<file path="config.mk">
export PLATFORM = sky130hd
export DESIGN_NAME = seqdet_param
export DESIGN_NICKNAME = d
export VERILOG_FILES = /design/src/rtl/seqdet_pkg.sv /design/src/rtl/seqdet_sat_cnt.sv /design/src/rtl/seqdet_param.sv
export SDC_FILE = /design/constraint.sdc
export NUM_CORES = 1
export LEC_CHECK = 0
export BUFFER_PORTS_ARGS = -buffer_cell sky130_fd_sc_hd__buf_2
export CAP_MARGIN = 20
export CORE_ASPECT_RATIO = 1.5
export CORE_MARGIN = 3
export CORE_UTILIZATION = 35
export CTS_CLUSTER_DIAMETER = 200
export DETAILED_ROUTE_END_ITERATION = 7
export GPL_ROUTABILITY_DRIVEN = 0
export PLACE_DENSITY = 0.54
export SLEW_MARGIN = 20
export SYNTH_ARGS = -nofsm -noshare
export SYNTH_HDL_FRONTEND = slang
export SYNTH_SLANG_ARGS = --single-unit
</file>
<file path="constraint.sdc">
create_clock -name clk -period 2.11 [get_ports clk]
set_input_delay 0 -clock clk [delete_from_list [all_inputs] [get_ports clk]]
set_output_delay 0 -clock clk [all_outputs]
set_load 0.05 [all_outputs]
</file>
<file path="src/rtl/seqdet_pkg.sv">
// Shared constants and helpers for the parameterised serial sequence detector.
package seqdet_pkg;

  localparam logic MODE_MEALY = 1'b0;
  localparam logic MODE_MOORE = 1'b1;
  localparam logic OVL_OFF    = 1'b0;
  localparam logic OVL_ON     = 1'b1;

  // Width of the fill counter that must count 0..pat_w-1.
  function automatic int unsigned fill_w(input int unsigned pat_w);
    int unsigned w;
    w = $clog2(pat_w);
    return (w < 1) ? 1 : w;
  endfunction

endpackage

</file>
<file path="src/rtl/seqdet_sat_cnt.sv">
// Saturating event counter with a sticky saturation flag; clr wins over inc.
module seqdet_sat_cnt #(
  parameter int unsigned CNT_W = 8
) (
  input  logic             clk,
  input  logic             reset,
  input  logic             inc,
  input  logic             clr,
  output logic [CNT_W-1:0] cnt,
  output logic             sat
);

  localparam logic [CNT_W-1:0] CNT_MAX = '1;

  always_ff @(posedge clk or negedge reset) begin
    if (!reset) begin
      cnt <= '0;
      sat <= 1'b0;
    end else if (clr) begin
      cnt <= '0;
      sat <= 1'b0;
    end else if (inc && (cnt != CNT_MAX)) begin
      cnt <= cnt + CNT_W'(1);
      if (cnt == (CNT_MAX - CNT_W'(1))) sat <= 1'b1;
    end
  end

endmodule

</file>
<file path="src/rtl/seqdet_param.sv">
// Serial sequence detector with reloadable pattern, overlap/Mealy-Moore modes
// and a saturating match counter.
module seqdet_param
  import seqdet_pkg::*;
#(
  parameter int unsigned           PAT_W   = 4,
  parameter logic [PAT_W-1:0]      PAT_RST = PAT_W'(4'b1101),
  parameter int unsigned           CNT_W   = 8
) (
  input  logic             clk,
  input  logic             reset,
  input  logic             din_vld,
  input  logic             din,
  input  logic             mode_ovl,
  input  logic             mode_moore,
  input  logic             pat_load,
  input  logic [PAT_W-1:0] pat_in,
  input  logic             cnt_clr,
  output logic             y,
  output logic [CNT_W-1:0] match_cnt,
  output logic             cnt_sat
);

  localparam int unsigned      HIST_W   = PAT_W - 1;
  localparam int unsigned      FILL_W   = fill_w(PAT_W);
  localparam logic [FILL_W-1:0] FILL_MAX = FILL_W'(PAT_W - 1);

  logic [PAT_W-1:0]  pat, pat_nxt;
  logic [HIST_W-1:0] hist, hist_nxt;
  logic [FILL_W-1:0] fill, fill_nxt;
  logic              y_q;
  logic              hit;
  logic [PAT_W-1:0]  window;

  // The incoming bit completes the window; a match needs a full history.
  assign window = {hist, din};
  assign hit    = din_vld & ~pat_load & (fill == FILL_MAX) & (window == pat);

  always_ff @(posedge clk or negedge reset) begin
    if (!reset) begin
      pat  <= PAT_RST;
      hist <= '0;
      fill <= '0;
      y_q  <= 1'b0;
    end else begin
      pat  <= pat_nxt;
      hist <= hist_nxt;
      fill <= fill_nxt;
      y_q  <= hit;
    end
  end

  // Pattern reload discards the current bit and restarts history fill.
  always_comb begin
    pat_nxt  = pat;
    hist_nxt = hist;
    fill_nxt = fill;
    if (pat_load) begin
      pat_nxt  = pat_in;
      fill_nxt = '0;
    end else if (din_vld) begin
      hist_nxt = window[HIST_W-1:0];
      if (hit && (mode_ovl == OVL_OFF)) begin
        fill_nxt = '0;
      end else if (fill != FILL_MAX) begin
        fill_nxt = fill + FILL_W'(1);
      end
    end
  end

  assign y = (mode_moore == MODE_MOORE) ? y_q : hit;

  seqdet_sat_cnt #(
    .CNT_W (CNT_W)
  ) u_cnt (
    .clk   (clk),
    .reset (reset),
    .inc   (hit),
    .clr   (cnt_clr),
    .cnt   (match_cnt),
    .sat   (cnt_sat)
  );

endmodule

</file>
Yosys cells after proc, flatten, opt, wreduce, memory -nomap -nowiden
Cells that the tools add are included.

operators by class
  add/sub/neg operators = 2
  bitwise operators = 5
  equality and inequality tests = 5
  muxes and demuxes = 10
  reduce and logical (&&, ||, !) cells = 9

operators by type and width
  kind                   number
  $mux W8                2
  $add A8 B1 Y8 const B  1
  $eq A8 B8 Y1 const B   1
  $mux W2                4
  $ne A8 B8 Y1 const B   1
  $reduce_and A2 Y1      3
  $reduce_bool A2 Y1     3
  $eq A4 B4 Y1           1
  $mux W1                4
  $and A1 B1 Y1          3
  $reduce_bool A3 Y1     1
  $add A2 B1 Y2 const B  1
  $eq A2 B2 Y1 const B   1
  $logic_and A1 B1 Y1    2
  $ne A2 B2 Y1 const B   1
  $not A1 Y1             2

storage, ports and cells
  register bits = 19
  bits of input ports = 12

Depth between registers and ports, before layout
  depth in word-level cells = 8
  gate-level depth with buffers = 6

Hierarchy
From an unflattened synthesis, not the netlist that was laid out.

unflattened totals
  cells, all modules = 88
  area, all modules = 962.2 µm²

by module, submodules not included
  module          area an instance (µm²)  times used  cells each
  seqdet_param    483.0                   1           36
  seqdet_sat_cnt  479.2                   1           52

Worst setup path before layout
Ideal clock, no wire load.

  kind = reg2reg
  start point = reg u_cnt.cnt[0]
  end point = reg u_cnt.cnt[5]
  library setup time = 0.125 ns
  stages on the path, launching flop included = 6
  period minus slack after synthesis = 1.924 ns
  slack = 0.186 ns
  arrival time = 1.799 ns
  cell sequence = dfrtp_1 > ha_1 > nand3_1 > o2111ai_4 > nor4_1 > mux2_2

on the way
  word-level cells in the longest chain between the ends = 3
  elaborated cells between the ends (all ways) = 6
  classes of those cells = 1 x add/sub; 1 x eq/ne; 2 x mux; 2 x reduce/logical

RTL lines
  what                                                   RTL line                                    source
  start: declaration                                     seqdet_sat_cnt.sv:9                         output logic [CNT_W-1:0] cnt,
  start signal: assignment                               seqdet_sat_cnt.sv:23                        cnt <= cnt + CNT_W'(1);
  $add A8 B1 Y8 / $ne A8 B8 Y1 (equally long branches)   seqdet_sat_cnt.sv:23, seqdet_sat_cnt.sv:22
  $mux W8 / $logic_and A1 B1 Y1 (equally long branches)  seqdet_sat_cnt.sv:22                        end else if (inc && (cnt != CNT_MAX)) begin
  $mux W8 / $reduce_bool A2 Y1 (equally long branches)   -

Several ways; a longest one is shown, not always the timed one. The select of a mux whose other input is x is not followed.
A chain may end at the register's enable or synchronous reset.

Final worst setup path
  start point = reg pat[3]
  end point = reg u_cnt.cnt[5]

on the way
  word-level cells in the longest chain between the ends = 4

RTL lines
  what                          RTL line              source
  start: declaration            seqdet_param.sv:28    logic [PAT_W-1:0] pat, pat_nxt;
  start signal: assignment      seqdet_param.sv:46    pat <= pat_nxt;
  $eq A4 B4 Y1                  seqdet_param.sv:37    assign hit = din_vld & ~pat_load & (fill == FILL_MAX) & (window == pat);
  $and A1 B1 Y1                 seqdet_param.sv:37
  $logic_and A1 B1 Y1           seqdet_sat_cnt.sv:22
  $reduce_bool A2 Y1 (no line)  -

Every way passes these cells.

==> results.yml <==
status:
  outcome: "finished clean"
worst_setup_path:
  crit_fanout: 11
  critical_path_required_ps: 2250
  critPathMaxStageDelay_ps: 540
  r2r_cells: 4
  crit_type: "reg -> reg"
  endpoint_kind: "flip-flop"
  cp-start-kind: "flip-flop"
  critPathSlowestCell: "dfstp_2"
  cp.arrival_ps: 2000
  crit_chain: "xnor2_1 > nand3_1 > nor4_1 > mux2_2"
synthesis:
  synthFlopType: "dfrtp_1"
  yosysMostFrequentCell: "dfrtp_1"
  ys_warn_count: 0
  yosys.area.top_type_share_pct: 37.3
  synth_area_sq_um: 1070
  yosys_register_bits: 19
  synth-edff-count: 0
  ys_top_cells_by_count: "dfrtp_1, nand2_1, nand3_1, a21oi_1, mux2_2"
  ys_types: 33
  syn_avg_cell_area_sq_um: 10.6
  synth_nets: 116
  yosysSeqAreaShare_pct: 44.6
  async_flop_share_pct: 100
  synth_top_cells_by_area: "dfrtp_1, dfstp_2, mux2_2, nand2_1, ha_1"
  synth_top_cell_by_area: "dfrtp_1"
  synth_cells: 101
sta:
  finalSetupTns_ps: 0
  fin_skew_ps: 3.73
  clock.fmax_ghz: 0.539
  maxSlewViolCount: 0
  slew_headroom_pct: 70.9
  worst_slack_ps: 255
  hold_violations: 0
  setup_violations: 0
  grt_setup_unrepaired: "false"
  tightest_slew_ps: 437
  final.period_utilization_pct: 87.9
  period_needed_ps: 1850
floorplan:
  num_rows: 24
  chipWidth_um: 51.2
  die_area_sq_um: 3790
  ios: 22
  die_h_um: 73.9
  core-area_sq_um: 2910
  initial_utilization_pct: 36.9
layout:
  syn_to_final_growth_pct: 20.8
  antenna-diode-count: 0
  fillers: 297
  nNetsFinal: 143
  drive_gt1_share_pct: 29.1
  seqCellArea_sq_um: 479
  multi_input_area_sq_um: 557
route:
  drt_first_pass_iters: 4
  drc: 0
  vias: 868
  wire_per_inst_um: 13.0
  via_per_inst: 5.23
  ant_nets: 0
  drt-initial-drc-count: 29
  drt_wl_total_mm: 2.15
clocking:
  clock-sinks: 19
  clk_latency_ps: 250
  cts_buffer_depth: 2
  path_clk_slew_ps: 70
  cts_tree: "built"
  cts_buffers: 3
  h-tree-depth: 1
  cts-root-buf: "clkbuf_8"
grt:
  grt_pass1_wl_mm: 3.61
  antenna_found_initial: 0
  track_usage_pct: 12.9
  grt_pass1_vias: 797
  gr-total-overflow: 0
  grt_start_max_net_pins: 20
placement:
  portBuffers: 21
  dp_hpwl_mm: 1.62
  place_ws_ps: 266
run:
  cap_violations: 0
power_and_ir_drop:
  peakVddDrop_v: 0.000391
  leakage_uw: 0.000564
  power.density_nw_per_um2: 600
worst_hold_path:
  hold_class: "in -> reg"
  whs_path_depth: 2
## kinds of logic (layout without fill, tap and decap cells)
| group | after synthesis | after routing | synth area share [%] |
|---|---|---|---|
| buf+inv | 6 | 32 | 3.61 |
| simple gates | 42 | 42 | 21.4 |
| mux | 7 | 7 | 7.22 |
| fa+ha+maj | 3 | 3 | 3.49 |
| flops | 19 | 19 | 44.6 |
| xor+xnor | 4 | 4 | 5.01 |
| compound gates | 20 | 20 | 14.7 |
## timing repair
item                      4_1_cts  5_1_grt
hold endpoints to repair       21        0
gates resized for setup         0        0
buffers inserted                0        0
hold buffers                    6        0
## critical path, delay by kind of cell, from the launching register on
| family | cells | cell delay [ps] |
|---|---|---|
| XOR/XNOR | 1 | 130 |
| flip-flops | 1 | 540 |
| multiplexers | 1 | 370 |
| AND/OR/NAND/NOR | 2 | 710 |
## worst paths after layout
kind,slack (ps),from,end
worst min register to register,510,u_cnt.sat$_DFFE_PN0P_,u_cnt.sat$_DFFE_PN0P_
min in group asynchronous,220,reset,y_q$_DFF_PN0_
worst max-delay path,260,pat[3]$_DFFE_PN1P_,u_cnt.cnt[5]$_DFFE_PN0P_
worst min-delay path,30,cnt_clr,u_cnt.cnt[6]$_DFFE_PN0P_
worst max register to register,260,pat[3]$_DFFE_PN1P_,u_cnt.cnt[5]$_DFFE_PN0P_
max in group asynchronous,1550,reset,pat[3]$_DFFE_PN1P_
## report_power, final
part	switching (uW)	leakage, uW	total (uW)	internal (uW)
clock	116	0.0000228	251	134
combinational	62.4	0.000293	120	57.3
sequential	20.2	0.000248	409	389
total	199	0.000564	779	580
## layout make-up
type	count	area share, %
Timing Repair Buffer	27	12.7
Multi-Input combinational cell	76	42.9
Clock buffer	4	3.47
Tap cell	39	3.76
Sequential cell	19	36.9
Inverter	1	0.289
## flip-flops by register name, summed over array words and instances, names as in the netlist
signal and count:
u_cnt.sat 1, pat 4, y_q 1, hist 3, u_cnt.cnt 8, fill 2
## per-stage QoR
step	power, uW	instances	area [sq um]	utilization (%)	hold slack, ps
after CTS	794	166	1300	44.6	31.4
after detailed placement	529	156	1190	41.0	-33.1
after floorplan	500	101	1070	-	-296
after global placement	526	156	1190	41.0	-28.3
after global routing	827	166	1300	44.6	44.7
final	779	166	1300	44.6	29.7
## placed cells by master (no fill, tap or decap), drive strengths merged, types with 2 or more instances in the layout
cell	synthesis	layout
clkbuf	1	4
a311oi	2	2
ha	3	3
nor2	3	3
buf	4	21
or4	3	3
o21ai	3	3
nor2b	3	3
nand3	7	7
o2111ai	2	2
xnor2	4	4
dfrtp	16	16
a31oi	2	2
and3	2	2
dlygate4sd3	0	6
o31ai	4	4
or3	2	2
and2	2	2
mux2	6	6
dfstp	3	3
a21oi	6	6
nand2	12	12
nand2b	5	5
## routing by layer
| metal | part of all wire [%] | vias up | track usage, % |
|---|---|---|---|
| met3 | 5.2 | 5 | 2.64 |
| met4 | 1.6 | 0 | 5.25 |
| li1 | - | 420 | - |
| met1 | 44 | 421 | 15.7 |
| met5 | 0 | - | 0 |
| met2 | 50 | 22 | 22.0 |
(Power assumes the default switching activity.)
